## config.mk

```make
export PLATFORM = sky130hd
export DESIGN_NAME = imem_loader
export DESIGN_NICKNAME = d
export VERILOG_FILES = /design/src/rtl/imem_loader_pkg.sv /design/src/rtl/imem_word_assembler.sv /design/src/rtl/imem_loader.sv
export SDC_FILE = /design/constraint.sdc
export NUM_CORES = 1
export LEC_CHECK = 0
export ABC_AREA = 1
export CAP_MARGIN = 40
export CORE_MARGIN = 2
export CORE_UTILIZATION = 50
export DETAILED_ROUTE_END_ITERATION = 6
export DONT_BUFFER_PORTS = 1
export HOLD_SLACK_MARGIN = 0.12
export PLACE_DENSITY = 0.7
export SYNTH_ARGS = -nofsm -noshare
export SYNTH_HDL_FRONTEND = slang
export SYNTH_SLANG_ARGS = --single-unit
```

## constraint.sdc

```tcl
create_clock -name clk -period 2 [get_ports clk]
set_clock_uncertainty 0.15 [all_clocks]
set_input_delay 0.4 -clock clk [delete_from_list [all_inputs] [get_ports clk]]
set_output_delay 0.4 -clock clk [all_outputs]
set_load 0.005 [all_outputs]
```

## src/rtl/imem_loader_pkg.sv

```systemverilog
// imem_loader shared types: FSM encoding and frame constants.
// Imported by the loader top and its word assembler.
package imem_loader_pkg;

  typedef enum logic [2:0] {
    S_IDLE   = 3'd0,
    S_LEN_HI = 3'd1,
    S_LEN_LO = 3'd2,
    S_DATA   = 3'd3,
    S_CHK    = 3'd4,
    S_DONE   = 3'd5,
    S_ERR    = 3'd6
  } state_t;

  localparam int LEN_BYTES     = 2;
  localparam int WORD_BYTES    = 4;
  localparam int MEM_WORDS_DEF = 256;

endpackage

```

## src/rtl/imem_word_assembler.sv

```systemverilog
// Big-endian byte-to-word assembler with a one-cycle word_valid pulse.
// word_valid follows the cycle in which the last byte of a word arrived.
module imem_word_assembler
  import imem_loader_pkg::*;
(
  input  logic        clk,
  input  logic        rst_n,
  input  logic        clr,
  input  logic        en,
  input  logic [7:0]  din,
  output logic [31:0] word,
  output logic [1:0]  idx,
  output logic        word_valid
);

  always_ff @(posedge clk or negedge rst_n) begin
    if (!rst_n) begin
      word       <= '0;
      idx        <= '0;
      word_valid <= 1'b0;
    end else begin
      word_valid <= 1'b0;
      if (clr) begin
        word <= '0;
        idx  <= '0;
      end else if (en) begin
        word       <= {word[23:0], din};
        idx        <= idx + 2'd1;
        word_valid <= (idx == 2'(WORD_BYTES - 1));
      end
    end
  end

endmodule

```

## src/rtl/imem_loader.sv

```systemverilog
// Framed byte-stream loader writing big-endian words to instruction memory.
// Keeps the processor in reset until a load finishes with a good checksum.
module imem_loader
  import imem_loader_pkg::*;
#(
  parameter int                MEM_WORDS = MEM_WORDS_DEF,
  parameter int                ADDR_W    = 32,
  parameter logic [ADDR_W-1:0] BASE_ADDR = '0
) (
  input  logic              clk,
  input  logic              rst,
  input  logic              start,
  input  logic              in_valid,
  input  logic [7:0]        in_data,
  output logic              in_ready,
  output logic              mem_we,
  output logic [ADDR_W-1:0] mem_addr,
  output logic [31:0]       mem_wdata,
  output logic              cpu_rst,
  output logic              busy,
  output logic              done,
  output logic              err
);

  localparam int LW = 8 * LEN_BYTES;

  state_t          state;
  state_t          nxt;
  logic [7:0]      len_hi;
  logic [LW-1:0]   len_n;
  logic [LW-1:0]   nwords;
  logic [LW-1:0]   wcnt;
  logic [7:0]      chk;
  logic [1:0]      idx;
  logic            acc;
  logic            go;
  logic            data_acc;
  logic            word_last;

  assign acc       = in_valid && in_ready;
  assign go        = start && !busy;
  assign data_acc  = acc && (state == S_DATA);
  assign word_last = data_acc && (idx == 2'(WORD_BYTES - 1));
  assign len_n     = {len_hi, in_data};

  imem_word_assembler u_asm (
    .clk        (clk),
    .rst_n      (rst),
    .clr        (go),
    .en         (data_acc),
    .din        (in_data),
    .word       (mem_wdata),
    .idx        (idx),
    .word_valid (mem_we)
  );

  always_ff @(posedge clk or negedge rst) begin
    if (!rst) state <= S_IDLE;
    else      state <= nxt;
  end

  always_comb begin
    nxt = state;
    case (state)
      S_IDLE, S_DONE, S_ERR:
        if (start) nxt = S_LEN_HI;
      S_LEN_HI:
        if (acc) nxt = S_LEN_LO;
      S_LEN_LO:
        if (acc) begin
          if (len_n == '0)                 nxt = S_CHK;
          else if (32'(len_n) > MEM_WORDS) nxt = S_ERR;
          else                             nxt = S_DATA;
        end
      S_DATA:
        if (word_last && (wcnt + 1'b1 == nwords)) nxt = S_CHK;
      S_CHK:
        if (acc) nxt = (in_data == chk) ? S_DONE : S_ERR;
      default: nxt = S_IDLE;
    endcase
  end

  always_comb begin
    in_ready = 1'b0;
    busy     = 1'b0;
    done     = 1'b0;
    err      = 1'b0;
    cpu_rst  = 1'b1;
    case (state)
      S_LEN_HI, S_LEN_LO, S_DATA, S_CHK: begin
        in_ready = 1'b1;
        busy     = 1'b1;
      end
      S_DONE: begin
        done    = 1'b1;
        cpu_rst = 1'b0;
      end
      S_ERR:   err = 1'b1;
      default: ;
    endcase
  end

  // Address advances on the write itself, so the next word's byte
  // can be taken in the same cycle without a stall.
  always_ff @(posedge clk or negedge rst) begin
    if (!rst) begin
      len_hi   <= '0;
      nwords   <= '0;
      wcnt     <= '0;
      chk      <= '0;
      mem_addr <= BASE_ADDR;
    end else if (go) begin
      wcnt     <= '0;
      chk      <= '0;
      mem_addr <= BASE_ADDR;
    end else begin
      if (acc && state == S_LEN_HI) len_hi <= in_data;
      if (acc && state == S_LEN_LO) nwords <= len_n;
      if (data_acc)                 chk    <= chk ^ in_data;
      if (word_last)                wcnt   <= wcnt + 1'b1;
      if (mem_we)
        mem_addr <= mem_addr + ADDR_W'(WORD_BYTES);
    end
  end

endmodule

```

==> impl_metrics.py <==
metrics = {
    "status": {
        "status": "finished with violations",
        "failed_checks": "DRC, hold timing, setup timing",
    },
    "logic_synthesis": {
        "synth_top_area_share": 0.489,
        "synth_seq_cells": 116,
        "syn-cell-area_um2": 5930,
        "yosysMostFrequentCell": "nand2_1",
        "yosysWarningCount": 0,
        "synth_edf_count": 0,
        "yosysSeqAreaShare": 0.489,
        "ys.flop_type": "dfrtp_1",
        "avgSynthCellArea_um2": 8.03,
        "async_reset_ff_frac": 1.00,
        "syn_inst": 739,
        "synthDistinctLibCells": 39,
        "ys_top_cells_by_area": "dfrtp_1 49%, nand2_1 9.8%, inv_1 8.1%, a32oi_1 4.0%, nor2_1 3.8%",
        "synth.top_cells.by_count": "155 x nand2_1, 128 x inv_1, 116 x dfrtp_1",
        "synth.largest_area_cell": "dfrtp_1",
    },
    "floorplanning": {
        "start_util": 0.515,
        "row_count": 39,
        "core_region_area_um2": 11500,
        "die_y_um": 113,
        "io-pin-count": 82,
        "dieArea_um2": 12700,
        "die_w_um": 113,
    },
    "clocking": {
        "cts_buffer_depth": 2,
        "cts_max_level": 4,
        "clockRootBuffer": "clkbuf_16",
        "cts_tree": "done",
        "cts_sinks": 116,
        "clkTransAtPathRegs_ns": 0.05,
        "clk_latency_ns": 0.42,
        "cts_buffers": 17,
        "hold_buffers": 9,
    },
    "critical_path": {
        "path_class": "reg2reg",
        "endpoint_kind": "register",
        "required_ns": 2.15,
        "slowest_delay_ns": 0.37,
        "critPathLaunchType": "register",
        "crit_path_max_fanout": 3,
        "cp_cell_sequence": "buf_6 -> ha_4 -> nand3_4 -> nor2_4 -> nand3_2 -> nor2_2 -> inv_2 -> nor3_4 -> buf_6 -> nand2_4 -> nor2_4 -> buf_4 -> a21oi_2",
        "startpoint": "mem_addr[3]",
        "critPathArrivalTime_ns": 2.24,
        "r2r_start": "mem_addr[3]",
        "cpMaxStageDelayCell": "dfrtp_1",
    },
    "placement": {
        "post-place-ws_ns": -0.155,
        "place.gp.congestion": 0.892,
        "placed_cell_area_um2": 6390,
        "io_buffers": 0,
        "dp_hpwl_mm": 9.80,
    },
    "sta": {
        "rsz0062_at_grt": "true",
        "clock.fmax_ghz": 0.478,
        "finalCritPeriodShare": 1.05,
        "maxSlewViolCount": 0,
        "timing.final.ws_setup_ns": -0.0936,
        "fin_crit_ns": 2.09,
        "tightest_slew_ns": 0.522,
        "hold_slack_ns": -0.473,
        "finalSetupViolCount": 9,
        "slew_headroom": 0.651,
        "hold_violations": 116,
    },
    "layout": {
        "drive_above_1_share": 0.298,
        "num-fill-cells": 787,
        "nets": 858,
        "n_antenna_cell": 0,
        "fin_area_um2": 8180,
        "synthToLayoutAreaGrowth_pct": 38.0,
    },
    "detailed_routing": {
        "detailedRoute.firstPassIterationCount": 7,
        "wl_mm": 17.0,
        "drc": 6,
        "vias": 5633,
        "drtIter0Drc": 339,
        "antenna_left": 0,
        "wire_per_inst_um": 17.0,
        "routed_via_density": 5.64,
    },
    "global_route": {
        "grt_overflow": 0,
        "grt_antenna_before_repair": 0,
        "grt_pass1_vias": 5281,
        "grt_pass1_wl_mm": 24.8,
        "grt_max_degree": 117,
        "grt_usage": 0.242,
    },
    "pwr": {
        "pwr_density_cell_nw_per_um2": 1160,
        "p_leak_nw": 4.22,
        "vdd_drop_max_uv": 836,
    },
    "min_path": {
        "hold_class": "in2async",
    },
    "job": {
        "maxCapViolations": 0,
    },
}
[logic make-up after synthesis]
| family | share of synthesized area |
|---|---|
| buffers and inverters | 0.104 |
| other | 0.000632 |
| and+or+nand+nor | 0.240 |
| xor gates and xnor gates | 0.0251 |
| DFF | 0.489 |
| adders and majority gates | 0.00633 |
| AOI/OAI and AO/OA | 0.135 |
[metrics by stage]
stage               TNS [ns]  hold slack [ns]  power [mW]  utilization  cells
finish                -0.627           -0.473        9.46        0.711    999
CTS                   -0.284           -0.486        8.47        0.635    965
floorplan                  0          -0.0456        4.48            -    740
global route           -5.53           -0.487        9.88        0.711    999
detailed placement    -0.835          -0.0432        5.15        0.555    909
global placement      -0.206          -0.0432        5.07        0.555    909
[final timing paths]
path                                    end  slack (ns)  cells past startpoint
min reg2reg                       len_hi[7]        0.33                      2
max in group asynchronous          state[1]        1.96                      0
min in group clk           u_asm.word_valid        0.16                      3
max                            mem_addr[28]       -0.09                     13
max reg2reg                    mem_addr[28]       -0.09                     13
min                            mem_addr[15]       -0.47                      0
[layout by cell type, fill, tap and decap left out, drive strengths merged]
cell and n:
o21ai 47, conb 2, a221oi 1, a31oi 1, a21oi 36, bufinv 2, nand3 43, o31ai 1
o211ai 1, a32oi 27, a31o 1, nor4 2, nor3 17, nand2 160, inv 131, buf 92
xor2 9, nand3b 6, o22ai 10, xnor2 8, a21boi 1, dlygate4sd3 9, clkbuf 30, o21a 2
clkinvlp 3, nand4 17, nor2 70, clkinv 4, dfrtp 116, ha 3, and3 1, a211oi 3
[final cells by class]
class | instances | area (µm²) | area share
Multi-Input combinational cell | 469 | 2960 | 0.361
Sequential cell | 116 | 2910 | 0.356
Timing Repair Buffer | 107 | 1040 | 0.127
Inverter | 132 | 507 | 0.0619
Clock buffer | 24 | 492 | 0.0601
Tap cell | 143 | 179 | 0.0219
Clock inverter | 8 | 98.8 | 0.0121
[metal layers]
layer	track usage	wire (µm)	vias to the layer above
met5	0	0	-
met2	0.411	8630	246
met4	0.0878	465	0
met1	0.295	6760	2711
li1	-	-	2630
met3	0.0718	1150	46
[state kept, by name, summed over array words and instances (netlist names)]
register and count:
u_asm.idx 2, wcnt 16, nwords 16, mem_addr 30
u_asm.word_valid 1, u_asm.word 32, len_hi 8, chk 8
state 3
[power breakdown]
group	switching (mW)	internal, mW	leakage (nW)
sequential	0.442	2.75	1.57
clock	1.06	1.96	0.286
combinational	1.75	1.49	2.36
total	3.26	6.20	4.22
[repair_timing]
item | 4_1_cts | 5_1_grt
hold endpoints to repair | 165 | 116
endpoints found under the setup margin | 41 | 87
gates resized for setup | 35 | 124
pin swaps | 8 | 38
buffers inserted | 14 | 26
gates cloned | 1 | 8
[worst max-delay path: cells and delay by family, from the launching register on]
family / cells / cell delay [ns]
AND/OR/NAND/NOR: 7 / 0.85
adder cells (fa/ha/maj): 1 / 0.14
AO/OA/AOI/OAI: 1 / 0.04
buffers and inverters: 4 / 0.44
flip-flops: 1 / 0.37
No activity file was read; power rests on OpenSTA's default activity.
